==> config.mk <==
export PLATFORM = sky130hd
export DESIGN_NAME = multi_channel_pulse_conditioner
export DESIGN_NICKNAME = d
export VERILOG_FILES = /design/src/rtl/pulse_cond_pkg.sv /design/src/rtl/pulse_cond_channel.sv /design/src/rtl/multi_channel_pulse_conditioner.sv
export SDC_FILE = /design/constraint.sdc
export NUM_CORES = 1
export LEC_CHECK = 0
export CAP_MARGIN = 20
export CORE_MARGIN = 1
export CORE_UTILIZATION = 60
export DETAILED_ROUTE_END_ITERATION = 12
export HOLD_SLACK_MARGIN = 0.05
export PLACE_DENSITY = 0.84
export SYNTH_ARGS = -nofsm -noshare
export SYNTH_HDL_FRONTEND = slang
export SYNTH_SLANG_ARGS = --single-unit
==> constraint.sdc <==
create_clock -name clock -period 3.1 [get_ports clock]
set_clock_uncertainty 0.05 [all_clocks]
set_input_delay 0.775 -clock clock [delete_from_list [all_inputs] [get_ports clock]]
set_output_delay 0.775 -clock clock [all_outputs]
set_load 0.1 [all_outputs]
==> src/rtl/pulse_cond_pkg.sv <==
// Shared types and helpers for the multi-channel pulse conditioner.
package pulse_cond_pkg;

   // Shared edge selection, encoded as the edge_mode input pins.
   typedef enum logic [1:0] {
      EDGE_RISE = 2'b00,
      EDGE_FALL = 2'b01,
      EDGE_BOTH = 2'b10,
      EDGE_NONE = 2'b11
   } edge_mode_t;

   // Per-channel hold/auto-repeat state.
   typedef enum logic [1:0] {
      LOW         = 2'd0,
      HOLD_WAIT   = 2'd1,
      HOLD_REPEAT = 2'd2
   } hold_state_t;

   // True when a level transition of the given direction should produce a pulse.
   function automatic logic edge_fires(edge_mode_t mode, logic rise, logic fall);
      return (rise && (mode == EDGE_RISE || mode == EDGE_BOTH)) ||
             (fall && (mode == EDGE_FALL || mode == EDGE_BOTH));
   endfunction

   // Auto-repeat is only meaningful when rising edges are being reported.
   function automatic logic repeat_allowed(edge_mode_t mode);
      return (mode == EDGE_RISE) || (mode == EDGE_BOTH);
   endfunction

endpackage

==> src/rtl/pulse_cond_channel.sv <==
// One channel: synchroniser, debouncer, edge detector and auto-repeat FSM.
module pulse_cond_channel
   import pulse_cond_pkg::*;
#(
   parameter int SYNC_STAGES     = 2,
   parameter int DEBOUNCE_CYCLES = 1000,
   parameter int REPEAT_DELAY    = 50000000,
   parameter int REPEAT_PERIOD   = 10000000
) (
   input  logic       clock,
   input  logic       reset_n,
   input  logic       i_signal,
   input  logic [1:0] i_edge_mode,
   input  logic       i_repeat_en,
   output logic       o_level,
   output logic       o_pulse
);

   localparam int DB_W    = $clog2(DEBOUNCE_CYCLES + 1);
   localparam int RPT_MAX = (REPEAT_DELAY > REPEAT_PERIOD) ? REPEAT_DELAY : REPEAT_PERIOD;
   localparam int RPT_W   = $clog2(RPT_MAX);

   logic [SYNC_STAGES-1:0] r_sync;
   logic                   r_level;
   logic                   r_level_d;
   logic [DB_W-1:0]        r_db_cnt;
   hold_state_t            r_state;
   hold_state_t            w_state_nxt;
   logic [RPT_W-1:0]       r_rpt_cnt;
   logic [RPT_W-1:0]       w_rpt_cnt_nxt;
   logic                   r_pulse;
   logic                   w_pulse_nxt;
   logic                   w_sync;
   logic                   w_rise;
   logic                   w_fall;
   logic                   w_rpt_ok;
   edge_mode_t             w_mode;

   assign w_sync   = r_sync[SYNC_STAGES-1];
   assign w_rise   = r_level & ~r_level_d;
   assign w_fall   = ~r_level & r_level_d;
   assign w_mode   = edge_mode_t'(i_edge_mode);
   assign w_rpt_ok = i_repeat_en & repeat_allowed(w_mode);

   assign o_level  = r_level;
   assign o_pulse  = r_pulse;

   // Plain shift-register synchroniser, no logic between stages.
   always_ff @(posedge clock or negedge reset_n) begin
      if (!reset_n) begin
         r_sync <= '0;
      end else begin
         r_sync <= {r_sync[SYNC_STAGES-2:0], i_signal};
      end
   end

   // Debounce: accept the synced value after DEBOUNCE_CYCLES consecutive mismatches.
   always_ff @(posedge clock or negedge reset_n) begin
      if (!reset_n) begin
         r_level  <= 1'b0;
         r_db_cnt <= '0;
      end else if (w_sync != r_level) begin
         if (r_db_cnt == DB_W'(DEBOUNCE_CYCLES - 1)) begin
            r_level  <= w_sync;
            r_db_cnt <= '0;
         end else begin
            r_db_cnt <= r_db_cnt + DB_W'(1);
         end
      end else begin
         r_db_cnt <= '0;
      end
   end

   // Delayed copy of the debounced level for edge detection.
   always_ff @(posedge clock or negedge reset_n) begin
      if (!reset_n) begin
         r_level_d <= 1'b0;
      end else begin
         r_level_d <= r_level;
      end
   end

   // Hold FSM state, repeat counter and registered pulse.
   always_ff @(posedge clock or negedge reset_n) begin
      if (!reset_n) begin
         r_state   <= LOW;
         r_rpt_cnt <= '0;
         r_pulse   <= 1'b0;
      end else begin
         r_state   <= w_state_nxt;
         r_rpt_cnt <= w_rpt_cnt_nxt;
         r_pulse   <= w_pulse_nxt;
      end
   end

   // Next state and pulse; a falling level overrides any repeat terminal count.
   always_comb begin
      w_state_nxt   = r_state;
      w_rpt_cnt_nxt = r_rpt_cnt;
      w_pulse_nxt   = 1'b0;
      if (w_fall) begin
         w_state_nxt   = LOW;
         w_rpt_cnt_nxt = '0;
         w_pulse_nxt   = edge_fires(w_mode, 1'b0, 1'b1);
      end else begin
         case (r_state)
            LOW: begin
               w_rpt_cnt_nxt = '0;
               if (w_rise) begin
                  w_state_nxt = HOLD_WAIT;
                  w_pulse_nxt = edge_fires(w_mode, 1'b1, 1'b0);
               end
            end
            HOLD_WAIT: begin
               if (!w_rpt_ok) begin
                  w_rpt_cnt_nxt = '0;
               end else if (r_rpt_cnt == RPT_W'(REPEAT_DELAY - 1)) begin
                  w_state_nxt   = HOLD_REPEAT;
                  w_rpt_cnt_nxt = '0;
                  w_pulse_nxt   = 1'b1;
               end else begin
                  w_rpt_cnt_nxt = r_rpt_cnt + RPT_W'(1);
               end
            end
            HOLD_REPEAT: begin
               if (!w_rpt_ok) begin
                  w_state_nxt   = HOLD_WAIT;
                  w_rpt_cnt_nxt = '0;
               end else if (r_rpt_cnt == RPT_W'(REPEAT_PERIOD - 1)) begin
                  w_rpt_cnt_nxt = '0;
                  w_pulse_nxt   = 1'b1;
               end else begin
                  w_rpt_cnt_nxt = r_rpt_cnt + RPT_W'(1);
               end
            end
            default: begin
               w_state_nxt   = LOW;
               w_rpt_cnt_nxt = '0;
            end
         endcase
      end
   end

endmodule

==> src/rtl/multi_channel_pulse_conditioner.sv <==
// Array of independent pulse conditioner channels sharing mode controls.
module multi_channel_pulse_conditioner
   import pulse_cond_pkg::*;
#(
   parameter int CHANNELS        = 4,
   parameter int SYNC_STAGES     = 2,
   parameter int DEBOUNCE_CYCLES = 1000,
   parameter int REPEAT_DELAY    = 50000000,
   parameter int REPEAT_PERIOD   = 10000000
) (
   input  logic                clock,
   input  logic                reset_n,
   input  logic [CHANNELS-1:0] signal_in,
   input  logic [1:0]          edge_mode,
   input  logic                repeat_en,
   output logic [CHANNELS-1:0] level_out,
   output logic [CHANNELS-1:0] pulse
);

   for (genvar g = 0; g < CHANNELS; g++) begin : g_ch
      pulse_cond_channel #(
         .SYNC_STAGES    (SYNC_STAGES),
         .DEBOUNCE_CYCLES(DEBOUNCE_CYCLES),
         .REPEAT_DELAY   (REPEAT_DELAY),
         .REPEAT_PERIOD  (REPEAT_PERIOD)
      ) u_ch (
         .clock      (clock),
         .reset_n    (reset_n),
         .i_signal   (signal_in[g]),
         .i_edge_mode(edge_mode),
         .i_repeat_en(repeat_en),
         .o_level    (level_out[g]),
         .o_pulse    (pulse[g])
      );
   end

endmodule

======== Word-level counts from Yosys, hierarchy flattened ========
Cells that the tools add are included.
word-level totals
  bits in registers ....................... 172
  input bits .............................. 9
  output and inout bits ................... 8
operators by class
  $add $sub $neg .......................... 8
  equality and inequality tests ........... 42
  multiplexer cells ....................... 81
  bitwise operators ....................... 17
  reductions and logical operators ........ 15
operator list
  operator                 count
  $mux W26                 20
  $pmux W26 S2             4
  $add A26 B1 Y26 const B  4
  $eq A26 B24 Y1 const B   4
  $eq A26 B26 Y1 const B   4
  $mux W10                 8
  $add A10 B1 Y10 const B  4
  $eq A10 B10 Y1 const B   4
  $mux W2                  17
  $ne A3 B1 Y1 const B     9
  $mux W1                  24
  $pmux W2 S3              4
  $ne A3 B2 Y1 const B     7
  $reduce_and A4 Y1        4
  $pmux W1 S3              4
  $eq A2 B1 Y1 const B     5
  $eq A2 B2 Y1 const B     5
  $logic_not A2 Y1         5
  $and A1 B1 Y1            9
  $not A1 Y1               8
  $reduce_and A2 Y1        4
  $ne A1 B1 Y1             4
  $logic_or A1 B1 Y1       2

======== Depth between registers and ports, before layout ========
Gate-level depths: netlist of run 1.
  word-level depth ........................ 6
  mapped depth ............................ 9
  gate-level depth less buffers ........... 7

======== By module ========
From an unflattened synthesis of run 1, not the netlist that was laid out.
second synthesis, totals
  cells, all modules ...................... 909
  area total of the unflattened synthesis .. 9,106.2 um2
by module, submodules not included
  module                                  times used  cells an instance  area each (um2)
  pulse_cond_channel at g_ch[0].u_ch ...  3           226                2,270.9
  pulse_cond_channel at g_ch[3].u_ch      1           231                2,293.4

======== Least setup slack after synthesis of run 1 ========
Ideal clock, no wire load.
  path kind ............................... register to register
  start ................................... register g_ch[3].u_ch.r_rpt_cnt[0]
  end ..................................... register g_ch[3].u_ch.r_rpt_cnt[17]
  arrival time ............................ 2,213 ps
  required time ........................... 2,929 ps
  path slack .............................. 716 ps
  stages on the path, launching flop included .. 9
  path buffers ............................ 2
  clock period less this slack ............ 2,384 ps
  path through ............................ dfrtp_1 > ha_1 > or4bb_1 > or4_1 > o21ai_0 > a211o_1 > buf_2 > buf_2 > nor2_1
on the way
  word-level cells in the longest chain between the ends .. 5
  elaborated cells between the ends (all ways) .. 9
  those cells by class .................... add/sub (1); eq/ne (2); mux (6)
ends and longest elaborated chain
  item                                           RTL line                                              text
  from (decl)                                    pulse_cond_channel.sv:29                              logic [RPT_W-1:0] r_rpt_cnt;
  from (signal assigned)                         pulse_cond_channel.sv:91                              r_rpt_cnt <= w_rpt_cnt_nxt;
  $add A26 B1 Y26, or another cell as far along  pulse_cond_channel.sv:122, pulse_cond_channel.sv:133
  $mux W26 (on tied branches)                    pulse_cond_channel.sv:129, pulse_cond_channel.sv:117
  $mux W26 (on tied branches)                    pulse_cond_channel.sv:126, pulse_cond_channel.sv:115
  $pmux W26 S2 (*)                               pulse_cond_channel.sv:106                             case (r_state)
  $mux W26 (*)                                   pulse_cond_channel.sv:101                             if (w_fall) begin
  named net g_ch[3].u_ch.w_rpt_cnt_nxt[17]       pulse_cond_channel.sv:30                              logic [RPT_W-1:0] w_rpt_cnt_nxt;
Mark *: on every way through the listed nets, which the timed path passes. The rest lies on a longest branch.
A chain may end at the register's enable or synchronous reset.

======== Worst setup path in the final report of run 1 ========
  start ................................... register g_ch[3].u_ch.r_rpt_cnt[0]
  end ..................................... register g_ch[3].u_ch.r_rpt_cnt[7]
Same word-level chain as after synthesis.

==> results of run 1 <==
-- worst paths after layout --
path                                             end  slack (ns)  cells past startpoint                      start
min in group asynchronous   g_ch[0].u_ch.r_db_cnt[6]        0.31                      1                    reset_n
max in group asynchronous  g_ch[1].u_ch.r_rpt_cnt[8]        1.97                      2                    reset_n
setup / recovery           g_ch[3].u_ch.r_rpt_cnt[7]        0.54                      7  g_ch[3].u_ch.r_rpt_cnt[0]
hold / removal                g_ch[2].u_ch.r_sync[1]        0.30                      0     g_ch[2].u_ch.r_sync[0]
setup reg to reg           g_ch[3].u_ch.r_rpt_cnt[7]        0.54                      7  g_ch[3].u_ch.r_rpt_cnt[0]
hold reg to reg               g_ch[2].u_ch.r_sync[1]        0.30                      0     g_ch[2].u_ch.r_sync[0]
-- logic make-up after synthesis --
logic type	synth area share, %
AOI/OAI and AO/OA	3.308
buffers and inverters	2.891
and+or+nand+nor	26.54
muxes	0.8629
DFF	49.48
adders and majority gates	3.739
xor gates and xnor gates	13.19
-- registers in the layout, indices dropped and copies added, names as in the netlist --
signal	flops
g_ch.u_ch.r_rpt_cnt	104
g_ch.u_ch.r_db_cnt	40
g_ch.u_ch.r_state	8
g_ch.u_ch.r_sync	8
g_ch.u_ch.o_level	4
g_ch.u_ch.o_pulse	4
g_ch.u_ch.r_level_d	4
-- per-layer routing --
| layer | routed length [um] | track usage [%] | part of all wire [%] | up-vias |
|---|---|---|---|---|
| met1 | 7779 | 31.78 | 46 | 3055 |
| met3 | 635 | 5.297 | 3.8 | 28 |
| met2 | 8151 | 39.61 | 48 | 141 |
| met4 | 286 | 9.223 | 1.7 | 0 |
| li1 | - | - | - | 3099 |
| met5 | 0 | 0 | 0 | - |
-- per-stage QoR --
step | setup slack, ns | total power (W) | instance area, um2 | util, % | std cells
floorplan | 0.7162 | 0.002370 | 8700 | - | 892
global placement | 0.2839 | 0.002446 | 9016 | 64.45 | 1071
detailed placement | 0.1959 | 0.002450 | 9016 | 64.45 | 1071
CTS | 0.5217 | 0.004616 | 9619 | 68.77 | 1103
global route | 0.3391 | 0.004721 | 9619 | 68.77 | 1103
finish | 0.5365 | 0.004573 | 9619 | 68.77 | 1103
-- worst max-delay path: stages, from the launching register on --
cell and delay (ns):
dfrtp_1 0.41, ha_1 0.27, or4bb_1 0.48, or4_1 0.52, o21ai_0 0.20, a211o_1 0.14, buf_4 0.27, nor2_1 0.09
-- layout make-up --
type | count | area share (%)
clock inverter | 12 | 1.418
clock buffer | 20 | 4.852
sequential | 172 | 44.75
inverter | 29 | 1.132
timing repair buffer | 25 | 2.432
multi-input combinational | 665 | 43.08
tap | 180 | 2.341
-- layout by cell type (no fill, tap or decap), types with 3 or more instances in the layout --
master	netlist	routed
mux2_2	4	4
and4_1	9	9
xnor2_1	56	56
and2_1	11	11
or3_1	4	4
a211o_1	4	4
xor2_1	75	75
nor4_1	11	11
nand4_1	42	42
clkdlybuf4s50_1	0	7
a21oi_1	7	7
buf_4	8	15
nor4b_1	7	7
o21ai_0	9	9
clkbuf_8	0	3
clkbuf_16	0	17
nor2_1	178	178
mux2i_1	3	3
nor3_1	18	18
nor4bb_1	8	8
a221oi_1	3	3
nand3_1	63	63
dfrtp_1	172	172
clkinv_2	0	3
or4_1	8	8
nand2b_1	6	6
and3_1	21	21
a211oi_1	3	3
nor2b_1	7	7
o31ai_1	6	6
ha_1	26	26
inv_1	29	29
nand2_1	53	53
and4b_1	3	3
-- report_power, final --
| group | internal (W) | switching, W | total, W |
|---|---|---|---|
| registers | 0.00226 | 0.0000158 | 0.00228 |
| logic | 0.0000381 | 0.0000884 | 0.000126 |
| clock network | 0.00126 | 0.000907 | 0.00217 |
| total | 0.00356 | 0.00101 | 0.00457 |
==> impl_metrics.yaml, run 1 <==
clock_tree:
  htree_levels: 4
  cts_sinks: 172
  cts_repair_resize_count: 0
  insertion_delay_ns: 0.43
  clk_pin_slew_ns: 0.06
  clockBufferDepth: 2
  cts_tree: "built"
  holdBufCountCts: 0
  postCtsSetupRepairBufs: 0
  clockRootBuffer: "clkbuf_16"
  numCtsBuffers: 17
grt:
  antenna_found_initial: 0
  grt_usage_pct: 24.31
  grt_pass1_vias: 6140
  grt_max_degree: 73
  grt_overflow_total: 0
  grt_pass1_wl_mm: 28.68
setup_path:
  crit_type: "flop to flop"
  startpoint_type: "flop"
  critPathCaptureType: "flop"
  worstPathRequired_ns: 3.35
  critPathArrivalTime_ns: 2.82
  cp_max_fo: 26
sta:
  fin_setup_tns_ns: 0
  fin_crit_sh_pct: 82.69
  slew_headroom_pct: 35.02
  setup-violations-final: 0
  fmax_mhz: 390.1
  rsz0062_at_grt: "no"
  holdWs_ns: 0.3029
  finalHoldViolCount: 0
  layout_min_cycle_time_ns: 2.563
  worstMarginPinSlew_ns: 0.9658
  drv_slew: 0
floorplan:
  fp.coreArea_um2: 13990
  io_pins: 17
  fp.dieW_um: 122.4
  initial_utilization_pct: 62.19
  fp.dieArea_um2: 14990
  rows: 43
  die_h_um: 122.4
logic_synthesis:
  yosys_warnings: 0
  synth_ff_type: "dfrtp_1"
  netlist_top_cells_count: "nor2_1, dfrtp_1, xor2_1"
  yosysTopAreaCell: "dfrtp_1"
  synth_nets: 927
  synth_area_um2: 8700
  synth_area_leaders: "dfrtp_1, nor2_1, xor2_1"
  yosysSeqAreaShare_pct: 49.48
  syn_area_per_cell_um2: 9.753
  synth.distinct_cells: 49
  synthArstFlopShare_pct: 100.0
  synth.most_common_cell: "nor2_1"
  synth-edff-count: 0
  netlist_instances: 892
  ys_ff_latch: 172
  synth_top_area_share_pct: 49.48
route:
  routed_wirelength_mm: 16.85
  wl_per_cell_um: 15.28
  firstDrtPassIters: 5
  vias: 6323
  post_drt_via_cell_ratio: 5.733
  drtIter0Drc: 547
  postRouteAntennaNets: 0
  drc: 0
layout:
  syn_to_final_growth_pct: 10.57
  nets: 945
  diodes: 0
  fillers: 1046
  drive_gt1_share_pct: 6.284
  seqCellArea_um2: 4304
  multi_input_area_um2: 4144
outcome:
  outcome: "completed"
placement:
  gp_congestion: 0.8554
  io_buffers: 16
  place_hpwl_mm: 11.04
job:
  cap_violations: 0
power_and_ir_drop:
  ir_worst_vdd_mv: 0.3781
  p_per_area_nw_per_um2: 475.4
  leakagePower_nw: 4.005
min_path:
  hp-class: "flop to flop"
(Power assumes the default switching activity.)
==> inputs of run 2 (changes only) <==
Clock period 3.1 ns to 2.6 ns, I/O delays scaled along.
==> run 2 against run 1 <==
Net effect:
- cell count is 0.82% higher
- combinational power is 29% higher
- first-iteration DRC count up 2.0%
- critical path depth decreased by 1
- die area unchanged
- core utilization increased by 0.61 points
- non-clock buffer count increased by 9
- register-to-register slack got worse by 0.33 ns
- cell area increased by 0.88%
- via count up 1.5%
- highest routed layer unchanged
==> impl_metrics.yaml, run 2 (synthesized netlist as in run 1, its figures left out) <==
clock_tree:
  numCtsBuffers: 17
  cts_sinks: 172
  clockRootBuffer: "clkbuf_16"
  holdBufCountCts: 0
  cts_repair_resize_count: 0
  cts_tree: "built"
  insertion_delay_ns: 0.43
  htree_levels: 4
  clockBufferDepth: 2
  clk_pin_slew_ns: 0.07
  postCtsSetupRepairBufs: 0
layout:
  syn_to_final_growth_pct: 11.55
  diodes: 0
  drive_gt1_share_pct: 7.189
  top_regs: "g_ch.u_ch.r_rpt_cnt x104, g_ch.u_ch.r_db_cnt x40"
  final_util_pct: 69.37
  largest_reg_flops: 104
  largest-register: "g_ch.u_ch.r_rpt_cnt"
  fillers: 996
  nets: 954
  fin_area_um2: 9704
  final_cell_mix: "nor2_1, dfrtp_1, xor2_1, nand3_1, xnor2_1"
  final_cells: 1112
  mostFrequentLayoutCell: "nor2_1"
route:
  routed_wirelength_mm: 17.17
  postRouteAntennaNets: 0
  firstDrtPassIters: 6
  drtIter0Drc: 558
  post_drt_via_cell_ratio: 5.770
  wl_per_cell_um: 15.44
  wl_met1_mm: 8.031
  dr_wl_met2_mm: 8.230
  vias: 6416
  wl_met3_um: 655
  drc: 0
  highest_layer: "met4"
grt:
  grt_usage_pct: 24.48
  grt_overflow_total: 0
  grt_pass1_wl_mm: 29.13
  grt_max_degree: 55
  antenna_found_initial: 0
  grt_pass1_vias: 6282
setup_path:
  rr_startpoint: "g_ch[3].u_ch.r_rpt_cnt[11]"
  startpoint_type: "flop"
  r2r-end: "g_ch[3].u_ch.r_rpt_cnt[3]"
  critPathArrivalTime_ns: 2.67
  crit_type: "flop to flop"
  worstPathRequired_ns: 2.87
  cp_max_fo: 26
  reg2reg_slack_ns: 0.20
  critPathCaptureType: "flop"
  reg2regPathDepth: 6
power_and_ir_drop:
  ir_worst_vdd_mv: 0.4614
  p_per_area_nw_per_um2: 549.4
  total_power_w: 0.005332
  leakagePower_nw: 4.052
sta:
  fin_setup_tns_ns: 0
  rsz0062_at_grt: "no"
  setup-violations-final: 0
  slew_headroom_pct: 56.30
  drv_slew: 0
  worstMarginPinSlew_ns: 0.6505
  finalHoldViolCount: 0
  fmax_mhz: 417.1
  layout_min_cycle_time_ns: 2.398
  fin_crit_sh_pct: 92.22
placement:
  place_area_um2: 9134
  dp_cells: 1080
  gp_congestion: 0.8707
  io_buffers: 16
  place_hpwl_mm: 11.43
outcome:
  outcome: "completed"
job:
  cap_violations: 0
floorplan:
  io_pins: 17
  initial_utilization_pct: 62.19
  fp.dieW_um: 122.4
  fp.dieArea_um2: 14990
  rows: 43
  die_h_um: 122.4
  fp.coreArea_um2: 13990
min_path:
  hp-class: "input pin to async pin"
## run 2: changes by cell type in the layout (fill, tap and decap cells not counted), sizes merged
cell	before	now
clkbuf	20	17
buf	18	27
clkinv	5	4
bufinv	2	0
clkinvlp	2	3
inv	32	37
## run 2: power by group
part / internal, W / switching (W) / leakage (nW)
registers: 0.00270 / 0.0000188 / 2.36
logic: 0.0000538 / 0.000108 / 1.42
clock network: 0.00127 / 0.00118 / 0.272
total: 0.00402 / 0.00131 / 4.05
## run 2: cell type report
type	instances	area [um2]	share of cell area, %
clock buffer	17	425.4	4.384
clock inverter	15	145.1	1.496
inverter	29	108.9	1.122
multi-input combinational	665	4144	42.70
sequential	172	4304	44.35
tap	180	225.2	2.321
timing repair buffer	34	351.6	3.623
## run 2: worst max-delay path by stage
stage / startpoint / to
after floorplan: g_ch[3].u_ch.r_rpt_cnt[0] / g_ch[3].u_ch.r_rpt_cnt[17]
after global placement: edge_mode[0] / g_ch[0].u_ch.r_state[0]
after detailed placement: edge_mode[1] / g_ch[1].u_ch.r_state[0]
after CTS: g_ch[3].u_ch.r_rpt_cnt[11] / g_ch[3].u_ch.r_rpt_cnt[3]
after global routing: g_ch[3].u_ch.r_rpt_cnt[0] / g_ch[3].u_ch.r_rpt_cnt[19]
final: g_ch[3].u_ch.r_rpt_cnt[11] / g_ch[3].u_ch.r_rpt_cnt[3]
## run 2: per-stage QoR
step / hold slack, ns / setup WS, ns
floorplan: 0.2812 / 0.2162
global placement: 0.2841 / -0.01782
detailed placement: 0.2903 / -0.1367
CTS: 0.1130 / 0.1982
global route: 0.1261 / 0.03344
finish: 0.09564 / 0.2023
## run 2: metal layers
metal	global-route usage, %	vias to the layer above
li1	-	3104
met1	32.95	3156
met2	39.71	131
met3	4.972	25
met4	7.927	0
met5	0	-
## run 2: critical path, stage by stage, from the launching register on
cell	delay (ns)
dfrtp_1	0.43
or4b_1	0.54
or4_1	0.62
o21ai_0	0.21
a211o_1	0.19
buf_12	0.17
nor2_1	0.06
==> variant 1 (flow settings as in run 1) <==
Register the output `level_out`; this adds one clock of latency there. The other outputs are not delayed to match.
--- a/src/rtl/multi_channel_pulse_conditioner.sv
+++ b/src/rtl/multi_channel_pulse_conditioner.sv
@@ -17,6 +17,8 @@
    output logic [CHANNELS-1:0] pulse
 );
 
+   logic [CHANNELS-1:0] level_d;
+
    for (genvar g = 0; g < CHANNELS; g++) begin : g_ch
       pulse_cond_channel #(
          .SYNC_STAGES    (SYNC_STAGES),
@@ -29,10 +31,14 @@
          .i_signal   (signal_in[g]),
          .i_edge_mode(edge_mode),
          .i_repeat_en(repeat_en),
-         .o_level    (level_out[g]),
+         .o_level    (level_d[g]),
          .o_pulse    (pulse[g])
       );
    end
 
+   always_ff @(posedge clock) begin
+       level_out <= level_d;
+   end
+
 endmodule
 
Function: same outputs for any inputs over 10 cycles, from zero or initial values and one cycle with reset_n low; that may be too few to reach the edited logic, so the function may still have changed.
==> variant 1 against run 1 <==
- wire length shrank 1.1%
- sequential share of layout area rose by 0.78 points
- non-clock buffer count grew 1
- global-route usage shrank 0.78 points
- die area grew 0.56%
- fmax is 1.2% higher
- total power shrank 4.0%
- sequential cell count up 4
- setup slack improved by 0.031 ns
- area after synthesis grew 0.58%
- cell area grew 0.12%
- cell count up 0.45%
- largest power group unchanged
==> variant 1: results (changes against run 1) <==
initial antenna violation count=0 (unchanged); Syn Nets=927 (unchanged); critical path fanouts, max=26 (unchanged); CTS Buf Count=17 (unchanged); global-route wire length before repair=27700 µm (was 28700 µm); Worst EP arrival=2.79 ns (was 2.82 ns); Worst Hold Class=primary input to async pin (was flop to flop); Synth Flop Type=dfrtp_1 (unchanged); Seq/Total Area, Yosys=0.501 (was 0.495); Peak Freq=0.395 GHz (was 0.390 GHz); status=finished, final reports clean (unchanged); Final nets=950 (was 945); routed len/inst=15.0 µm (was 15.3 µm); clk slew on worst S/H paths=0.07 ns; vias in the first global route=6013 (was 6140); xor/xnor share of the synthesized area=0.131 (was 0.132); Synth area leaders=dfrtp_1 49%, nor2_1 7.6%, xor2_1 7.5% (was dfrtp_1 49%, nor2_1 7.7%, xor2_1 7.6%); Pre-antenna DRT Iters=5 (unchanged); Leak=0.00400 µW (about the same); Clk Latency, worst-skew pair=0.43 ns (about the same); maximum clock path buffer count=2 (unchanged); H-tree depth=4 (unchanged); Antenna diodes=0 (unchanged); Post-Synth Adder-Cell Area=0.0372 (was 0.0374); critical path launch point type=flop (unchanged); Worst Tran Pin Value=0.943 ns (was 0.966 ns); commonest cells in the netlist=178 x nor2_1, 172 x dfrtp_1, 75 x xor2_1, 63 x nand3_1, 56 x xnor2_1 (unchanged); via count=6356 (was 6323); biggest regs=g_ch.u_ch.r_rpt_cnt x104, g_ch.u_ch.r_db_cnt x40 (unchanged); mux cell area share after synthesis=0.00858 (was 0.00863); number of I/O port buffers=16 (unchanged); pin count of the biggest net entering global routing=59 (was 73); r2r setup slk=0.57 ns (was 0.54 ns); Compound-Gate Fraction of Synth Area=0.0329 (was 0.0331); Placer Congestion=0.860 (was 0.855); post-synth cell types=50 (was 49); Tot GR Track Use=0.235 (was 0.243); RR Startpoint=g_ch[3].u_ch.r_rpt_cnt[0]$_DFF_PN0_ (unchanged); DRT Wirelength=16700 µm (was 16900 µm); asr flop ratio synth=0.977 (was 1.00); share of cells above drive strength 1=0.0603 (was 0.0628); Sw Share=0.229 (was 0.221); peak supply drop=0.000531 V (was 0.000378 V); Initial DRC Count=519 (was 547); dpl ws=0.225 ns (was 0.196 ns); Detailed Place HPWL=10900 µm (was 11000 µm); Reg with most FFs=g_ch.u_ch.r_rpt_cnt (unchanged)
==> variant 1: cell type report <==
| type | count | area (µm²) |
|---|---|---|
| Clock buffer | 20 | 437 |
| Timing Repair Buffer | 26 | 241 |
| Fill cell | 988 | 4410 |
| Clock inverter | 12 | 90.1 |
| Multi-Input combinational cell | 665 | 4140 |
| Tap cell | 180 | 225 |
| Sequential cell | 176 | 4380 |
| Inverter | 29 | 109 |
==> variant 1: power groups by stage <==
stage | combinational, µW | clock, µW | sequential (µW)
after floorplan | 51.5 | 0 | 2370
after global routing | 146 | 2050 | 2330
final | 127 | 1930 | 2330
after global placement | 126 | 0 | 2370
after detailed placement | 129 | 0 | 2370
after CTS | 131 | 1960 | 2330
==> variant 1: per-stage QoR <==
step	cells	power, µW	hold slack (ns)	instance area (µm²)
floorplan	892	2420	0.281	8750
global placement	1076	2500	0.283	9100
detailed placement	1076	2500	0.285	9100
CTS	1108	4420	0.270	9630
global route	1108	4530	0.292	9630
finish	1108	4390	0.259	9630
==> variant 1: worst paths after layout <==
path                                                         to  cells past startpoint
min                          g_ch[0].u_ch.r_db_cnt[6]$_DFF_PN0_                      1
min reg2reg                    g_ch[3].u_ch.r_sync[1]$_DFF_PN0_                      0
max reg2reg                g_ch[3].u_ch.r_rpt_cnt[14]$_DFF_PN0_                      7
max in group asynchronous  g_ch[2].u_ch.r_rpt_cnt[13]$_DFF_PN0_                      2
min in group clock             g_ch[3].u_ch.r_sync[1]$_DFF_PN0_                      0
max                        g_ch[3].u_ch.r_rpt_cnt[14]$_DFF_PN0_                      7
==> variant 1: logic make-up after synthesis <==
group,Yosys count
xor gates and xnor gates,131
adders and majority gates,26
muxes,7
and+or+nand+nor,459
buffers and inverters,51
AOI/OAI and AO/OA,42
DFF,176
==> variant 1: worst max-delay path, stage by stage, from the launching register on <==
cell and delay [ns]:
dfrtp_1 0.40, ha_1 0.27, or4bb_1 0.48, or4_1 0.50
o21ai_0 0.19, a211o_1 0.14, buf_4 0.27, nor2_1 0.10
==> variant 1: per-layer routing <==
layer	global-route usage	routed length, µm
met1	0.313	7870
met2	0.386	8070
met3	0.0465	490
met4	0.0777	241
met5	0	0
==> variant 2 (settings of run 1) <==
Without the edit above. `DEBOUNCE_CYCLES` is set to 1000 in 2 places; all go to 250.
--- a/src/rtl/pulse_cond_channel.sv
+++ b/src/rtl/pulse_cond_channel.sv
@@ -3,7 +3,7 @@
    import pulse_cond_pkg::*;
 #(
    parameter int SYNC_STAGES     = 2,
-   parameter int DEBOUNCE_CYCLES = 1000,
+   parameter int DEBOUNCE_CYCLES = 250,
    parameter int REPEAT_DELAY    = 50000000,
    parameter int REPEAT_PERIOD   = 10000000
 ) (
--- a/src/rtl/multi_channel_pulse_conditioner.sv
+++ b/src/rtl/multi_channel_pulse_conditioner.sv
@@ -4,7 +4,7 @@
 #(
    parameter int CHANNELS        = 4,
    parameter int SYNC_STAGES     = 2,
-   parameter int DEBOUNCE_CYCLES = 1000,
+   parameter int DEBOUNCE_CYCLES = 250,
    parameter int REPEAT_DELAY    = 50000000,
    parameter int REPEAT_PERIOD   = 10000000
 ) (
Behaviour: same outputs for any inputs over 10 cycles, from zero or initial values and one cycle with reset_n low; that may be too few to reach the edited logic, so the function may still have changed.
==> variant 2 against run 1 <==
- cell area fell by 3.7%
- wire length down 6.6%
- cell count down 4.0%
- non-clock buffer count grew 1
- sequential cell count decreased by 8
- area after synthesis shrank 3.7%
- setup slack better by 0.0091 ns
- critical endpoint is now g_ch[2].u_ch.r_rpt_cnt[11]$_DFF_PN0_
Power is not compared: it rests on default switching activity, and its combinational part moved more than twofold at a synthesized area within 25%.
==> variant 2: results (changes against run 1) <==
Avg Vias per Cell=5.62 (was 5.73); Non-clock buffer share=0.0274 (was 0.0243); post-synth cell types=54 (was 49); Final clock-cell share=0.0623 (was 0.0627); worst r2r path cells=5 (was 7); CP peak stage delay=0.62 ns (was 0.52 ns); placed insts=1027 (was 1071); comb_multi_in=633 (was 665); biggest regs=g_ch.u_ch.r_rpt_cnt x104, g_ch.u_ch.r_db_cnt x32 (was g_ch.u_ch.r_rpt_cnt x104, g_ch.u_ch.r_db_cnt x40); met2 usage=0.380 (was 0.396); Worst EP arrival=2.79 ns (was 2.82 ns); M1 wire length=7340 µm (was 7780 µm); DRT Wirelength=15700 µm (was 16900 µm); Syn Nets=893 (was 927); #FFs+latches synth=164 (was 172); Worst Setup EP=g_ch[2].u_ch.r_rpt_cnt[11]$_DFF_PN0_ (was g_ch[3].u_ch.r_rpt_cnt[7]$_DFF_PN0_); syn_area_per_cell=9.81 µm² (was 9.75 µm²); grt met1 use=0.332 (was 0.318); Pre-antenna DRT Iters=4 (was 5); Max-slew headroom=0.417 (was 0.350); Worst path slowest cell=o21ai_4 (was or4_1); commonest cells in the netlist=175 x nor2_1, 164 x dfrtp_1, 71 x xor2_1, 58 x nand3_1, 53 x nand2_1 (was 178 x nor2_1, 172 x dfrtp_1, 75 x xor2_1, 63 x nand3_1, 56 x xnor2_1); Initial DRC Count=467 (was 547); routed len/inst=14.9 µm (was 15.3 µm); Synth area leaders=dfrtp_1 49%, nor2_1 7.8%, xor2_1 7.4% (was dfrtp_1 49%, nor2_1 7.7%, xor2_1 7.6%); met2 WL post-DR=7720 µm (was 8150 µm); sequential cell area share=0.443 (was 0.447); Worst Hold Class=primary input to async pin (was flop to flop); Fill cells=1026 (was 1046); GR Util met3=0.0580 (was 0.0530); status=finished, final reports clean (unchanged); Final nets=909 (was 945)
-- variant 2: cells by family (layout without fill, tap and decap cells) --
logic type / after synthesis / in the layout / synth area share
and+or+nand+nor: 430 / 430 / 0.257
buffers and inverters: 57 / 86 / 0.0326
AOI/OAI and AO/OA: 42 / 42 / 0.0369
DFF: 164 / 164 / 0.490
muxes: 8 / 8 / 0.0102
xor gates and xnor gates: 123 / 123 / 0.129
adders and majority gates: 30 / 30 / 0.0448
-- variant 2: per-stage QoR --
step	hold slack, ns	worst slack [ns]	instance area [µm²]	total power (µW)	utilization
after floorplan	0.281	0.847	8380	2450	-
after global placement	0.283	0.453	8680	2550	0.645
after detailed placement	0.285	0.342	8680	2560	0.645
after CTS	0.275	0.530	9260	4600	0.688
after global routing	0.298	0.407	9260	4730	0.688
final	0.262	0.546	9260	4560	0.688
-- variant 2: power by group --
group / internal [µW] / switching [µW]
Combinational: 108 / 198
Clock: 1160 / 878
Sequential: 2180 / 36.0
